`config.mk`:
```
export PLATFORM = sky130hd
export DESIGN_NAME = seq_det_scheduler
export DESIGN_NICKNAME = d
export VERILOG_FILES = /design/src/rtl/seq_det_scheduler.sv
export SDC_FILE = /design/constraint.sdc
export NUM_CORES = 1
export LEC_CHECK = 0
export CAP_MARGIN = 20
export CORE_UTILIZATION = 48
export CTS_CLUSTER_DIAMETER = 30
export CTS_CLUSTER_SIZE = 12
export DETAILED_ROUTE_END_ITERATION = 16
export GPL_TIMING_DRIVEN = 1
export PLACE_DENSITY = 0.85
export SYNTH_ARGS = -nofsm -noshare
export SYNTH_HDL_FRONTEND = slang
export SYNTH_SLANG_ARGS = --single-unit
```
`constraint.sdc`:
```
create_clock -name clk -period 3 [get_ports clk]
set_input_delay 0.45 -clock clk [delete_from_list [all_inputs] [get_ports clk]]
set_output_delay 0.45 -clock clk [all_outputs]
set_load 0.005 [all_outputs]
```
`src/rtl/seq_det_scheduler.sv`:
```
// Round-robin scheduler sharing one serial sequence detector among requesters.
// Define SEQ_SCHED_CHAIN_EN to skip CLEAR when the same requester is regranted.
module seq_det_scheduler #(
   parameter int NUM_REQ = 4,
   parameter int DATA_W  = 8,
   parameter int CNT_W   = 4
) (
   input  logic                        clk,
   input  logic                        rst_n,
   input  logic [NUM_REQ-1:0]          req_valid,
   input  logic [NUM_REQ*DATA_W-1:0]   req_data,
   output logic [NUM_REQ-1:0]          req_ready,
   output logic                        det_rst,
   output logic                        det_in,
   input  logic                        det_seq,
   output logic                        rsp_valid,
   input  logic                        rsp_ready,
   output logic [$clog2(NUM_REQ)-1:0]  rsp_id,
   output logic [CNT_W-1:0]            rsp_count,
   output logic                        busy
);

   localparam int IDW = $clog2(NUM_REQ);
   localparam int IW  = (DATA_W > 1) ? $clog2(DATA_W) : 1;
   localparam logic [IDW-1:0] PTR_RST = IDW'(NUM_REQ - 1);
   localparam logic [IW-1:0]  IDX_TOP = IW'(DATA_W - 1);

   typedef enum logic [1:0] {IDLE, CLEAR, SHIFT, REPORT} state_t;

   state_t            state_q, state_d;
   logic [IDW-1:0]    ptr_q, ptr_d;
   logic [IDW-1:0]    id_q, id_d;
   logic [DATA_W-1:0] data_q, data_d;
   logic [IW-1:0]     idx_q, idx_d;
   logic [CNT_W-1:0]  cnt_q, cnt_d;
   logic              vld_q, vld_d;
   logic              done_q, done_d;
   logic [IDW-1:0]    gnt_idx;
   logic [IDW-1:0]    cand;
   logic              gnt_found;

   // first valid requester strictly after the pointer, wrapping
   always_comb begin
      gnt_found = 1'b0;
      gnt_idx   = '0;
      cand      = '0;
      for (int i = 1; i <= NUM_REQ; i++) begin
         cand = IDW'((int'(ptr_q) + i) % NUM_REQ);
         if (!gnt_found && req_valid[cand]) begin
            gnt_found = 1'b1;
            gnt_idx   = cand;
         end
      end
   end

   always_comb begin
      state_d   = state_q;
      ptr_d     = ptr_q;
      id_d      = id_q;
      data_d    = data_q;
      idx_d     = idx_q;
      cnt_d     = cnt_q;
      vld_d     = vld_q;
      done_d    = done_q;
      req_ready = '0;
      unique case (state_q)
         IDLE: begin
            if (gnt_found && rst_n) begin
               req_ready[gnt_idx] = 1'b1;
               data_d  = req_data[int'(gnt_idx)*DATA_W +: DATA_W];
               id_d    = gnt_idx;
               ptr_d   = gnt_idx;
               cnt_d   = '0;
               idx_d   = IDX_TOP;
               state_d = CLEAR;
`ifdef SEQ_SCHED_CHAIN_EN
               if (done_q && gnt_idx == ptr_q)
                  state_d = SHIFT;
`endif
            end
         end
         CLEAR: begin
            idx_d   = IDX_TOP;
            state_d = SHIFT;
         end
         SHIFT: begin
            if (det_seq && cnt_q != '1)
               cnt_d = cnt_q + 1'b1;
            if (idx_q == '0) begin
               vld_d   = 1'b1;
               state_d = REPORT;
            end else begin
               idx_d = idx_q - 1'b1;
            end
         end
         REPORT: begin
            if (rsp_ready) begin
               vld_d   = 1'b0;
               done_d  = 1'b1;
               state_d = IDLE;
            end
         end
         default: state_d = IDLE;
      endcase
   end

   always_ff @(posedge clk or negedge rst_n) begin
      if (!rst_n) begin
         state_q <= IDLE;
         ptr_q   <= PTR_RST;
         id_q    <= '0;
         data_q  <= '0;
         idx_q   <= '0;
         cnt_q   <= '0;
         vld_q   <= 1'b0;
         done_q  <= 1'b0;
      end else begin
         state_q <= state_d;
         ptr_q   <= ptr_d;
         id_q    <= id_d;
         data_q  <= data_d;
         idx_q   <= idx_d;
         cnt_q   <= cnt_d;
         vld_q   <= vld_d;
         done_q  <= done_d;
      end
   end

   assign det_rst   = ~rst_n | (state_q == CLEAR);
   assign det_in    = (state_q == SHIFT) & data_q[idx_q];
   assign busy      = (state_q != IDLE);
   assign rsp_valid = vld_q;
   assign rsp_id    = id_q;
   assign rsp_count = cnt_q;

endmodule

```
==> results by group <==
Run status
  • Status: completed

Logic synthesis
  • Ranking of synthesized cells by area: dfrtp_1, mux2i_1, o221ai_2, ha_1, nand2_1
  • Synth cell count leaders: dfrtp_1, mux2i_1, nand2_1
  • Yosys reg bits: 22
  • Post-synth EDFFs: 0
  • Yosys top cell area share: approximately 33%
  • Synthesis Warnings: 0
  • Post-Syn Nets: 192
  • Sequential-to-total area share from yosys stat: between 30% and 40%
  • Top-count cell post-synth: dfrtp_1
  • Synth Instances: between 100 and 150
  • Asr flop ratio synth: 100%
  • Area leader, netlist: dfrtp_1
  • Synthesized area per cell: 10.5 sq um
  • Post-synth top flop: dfrtp_1
  • Post-synth cell types: 37
  • Cell Area, Synth: between 0.0015 and 0.002 sq mm

Placement
  • Routability congestion estimate from global placement: 0.791
  • IO buf count: 53
  • Post-DP HPWL: between 2 and 3 mm
  • Setup WS pre-CTS: around 0.18 ns
  • Placed Instance Area: ~0.0021 sq mm

Hold path
  • Hold depth: 2
  • Worst hold start: rsp_id[1]
  • Hold EP: rsp_id[1]
  • Worst hold-check path type: reg2reg

STA
  • Final hold violations: 0
  • Tmin final: ~2.8 ns
  • Max Freq: approximately 350 MHz
  • Final setup fails: 0
  • Final setup margin: about 0.16 ns
  • Max-slew headroom: roughly 65%
  • Clk_skew: 0.00445 ns
  • Worst-margin pin slew: between 0.5 and 0.6 ns
  • Final Cycle Share: between 90% and 100%
  • RSZ-0062 raised after global routing: false
  • Setup tns final: 0 ns
  • Max Slew Vio Count: 0

Routing
  • Vias per cell: 5.38
  • DRC violation count after routing: 0
  • ANT nets after route: 0
  • DRT iter0 DRCs: between 40 and 50
  • Drt pass-1 iters: 4
  • Final wirelength: 3.44 mm
  • Post-DR wirelength/cell: 14.1 microns
  • Vias: roughly 1300

Clock network
  • Worst-Skew Late Latency: around 0.33 ns
  • Post-CTS Setup Bufs: 0
  • Post-CTS Hold Fix Bufs: 0
  • Clk sinks: 22
  • CTS root buffer: clkbuf_4
  • TritonCTS Buffers: 3
  • Clock-pin slew on the worst setup and hold paths: 0.13 ns
  • Resize count post-CTS: 0
  • CTS tree: yes
  • H-tree depth: 1
  • Clk buf depth: 2

Flow run
  • Maxcap violations: 0

Finish
  • # fillers: about 210
  • Fraction of layout cells with a size suffix above 1: 15.9%
  • Final Cell Area: 0.00215 sq mm
  • # diodes: 0
  • NumNets Final: roughly 250
  • Final core utilization: between 70% and 80%
  • Synth-to-Final Area Change: 40.7%

Worst setup path
  • Critical path buffer and inverter count: 2
  • Worst setup path category: in2out
  • Slowest stage cell, crit path: clkdlybuf4s50_1
  • Worst setup EP type: primary output
  • R2R Path End: data_q[3]
  • Critical path depth in cells: 6
  • Worst-path fanout max: 9
  • Worst EP required: ~2.6 ns
  • CP startpoint: req_valid[3]
  • CP startpoint kind: input pin
  • Reg-to-reg slack, setup: about 0.89 ns
  • CP Cell Sequence: clkdlybuf4s50_1, and2b_1, a21oi_1, o221ai_2, nor2b_1, clkdlybuf4s50_1
  • Crit path max-delay family: buffers and inverters
  • RR Startpoint: ptr_q[1]
  • Reg2reg path depth: 6
  • Top cell by count, worst path: clkdlybuf4s50_1
  • Arrival time at the worst endpoint: 2.39 ns
  • Worst stage delay on the critical path: between 0.5 and 0.6 ns

Power and ir drop
  • Clock share of power: around 14%
  • Total power: 1730 uW
  • Comb pwr share: around 55%
  • Leak: around 0.00093 uW
  • Pwr per Cell Area: between 800 and 900 mW/mm^2
  • Sw Pwr: 658 uW
  • Internal power: approximately 1100 uW
  • Sequential Power Share: about a third
  • Peak VDD IR: 381 uV
  • Switching Share: 38.1%

Floorplanning
  • Row count: 20
  • Die X: about 58 microns
  • Core Area: 0.00303 sq mm
  • Starting density of the core: between 50% and 60%
  • # IOs: 54
  • Die ar.: about 0.0034 sq mm
  • Die Span Y: 58.4 microns

GRT
  • Total congestion overflow: 0
  • Initial antenna violation count: 0
  • Largest net degree at the start of global routing: 25
  • Vias in the first global route: 1295
  • Global-route usage over all layers: 22.5%
  • First-pass GRT wire length: ~5.7 mm
[sequential cells by signal, summed over array words and instances, names as in the netlist]
name	flops
data_q	8
rsp_id	2
rsp_count	4
ptr_q	2
rsp_valid	1
state_q	2
idx_q	3
[metal layers]
layer | track usage, % | up-vias | wire, microns
li1 | - | 633 | -
met1 | 25.4 | 621 | 1450
met2 | 41.2 | 56 | 1740
met3 | 3.96 | 8 | 175
met4 | 10.2 | 0 | 75
met5 | 0 | - | 0
[power groups by stage]
stage | clock network, uW | registers [uW] | logic (uW)
after floorplan | 0 | 524 | 673
after global placement | 0 | 537 | 908
after detailed placement | 0 | 549 | 939
after CTS | 242 | 544 | 952
after global routing | 253 | 562 | 1040
final | 238 | 544 | 945
[worst min-delay path, delay by kind of cell, from the launching register on]
| family | cells | cell delay (ns) |
|---|---|---|
| flip-flops | 1 | 0.37 |
| AND/OR/NAND/NOR | 2 | 0.10 |
[worst max-delay path by stage]
stage,to,slack [ns]
6_report,req_ready[1],0.16
5_1_grt,req_ready[1],0.03
4_1_cts,req_ready[1],0.18
3_5_place_dp,req_ready[3],0.18
3_3_place_gp,req_ready[1],0.24
2_1_floorplan,req_ready[2],1.07
[cell families after synthesis]
group,count (synthesis),synth area share [%]
buf+inv,15,6.07
mux,22,16.5
simple gates,45,15.1
flops,22,36.3
fa+ha+maj,7,5.74
xor+xnor,2,1.15
compound gates,32,19.2
[cells in the final DEF (no fill, tap or decap), drive strengths merged, types with 4 or more instances in the layout]
master / n
nor2b: 4
dfrtp: 20
o21ai: 6
mux2i: 18
nor2: 12
nand2b: 4
inv: 8
clkdlybuf4s50: 53
o221ai: 9
a21oi: 8
nand2: 16
buf: 6
ha: 7
[final cells by class]
class | count | area [sq um] | area share [%]
timing repair buffer | 59 | 576 | 26.8
multi-input combinational | 108 | 880 | 41.0
inverter | 8 | 30.0 | 1.40
tap | 44 | 55.1 | 2.57
clock inverter | 1 | 30.0 | 1.40
sequential | 22 | 553 | 25.8
clock buffer | 3 | 22.5 | 1.05
[metrics by stage]
| stage | instances | hold slack (ns) |
|---|---|---|
| floorplan | 145 | 0.154 |
| global placement | 241 | 0.462 |
| detailed placement | 241 | 0.470 |
| CTS | 245 | 0.499 |
| global route | 245 | 0.529 |
| finish | 245 | 0.494 |
Power figures use the tool's default switching activity.
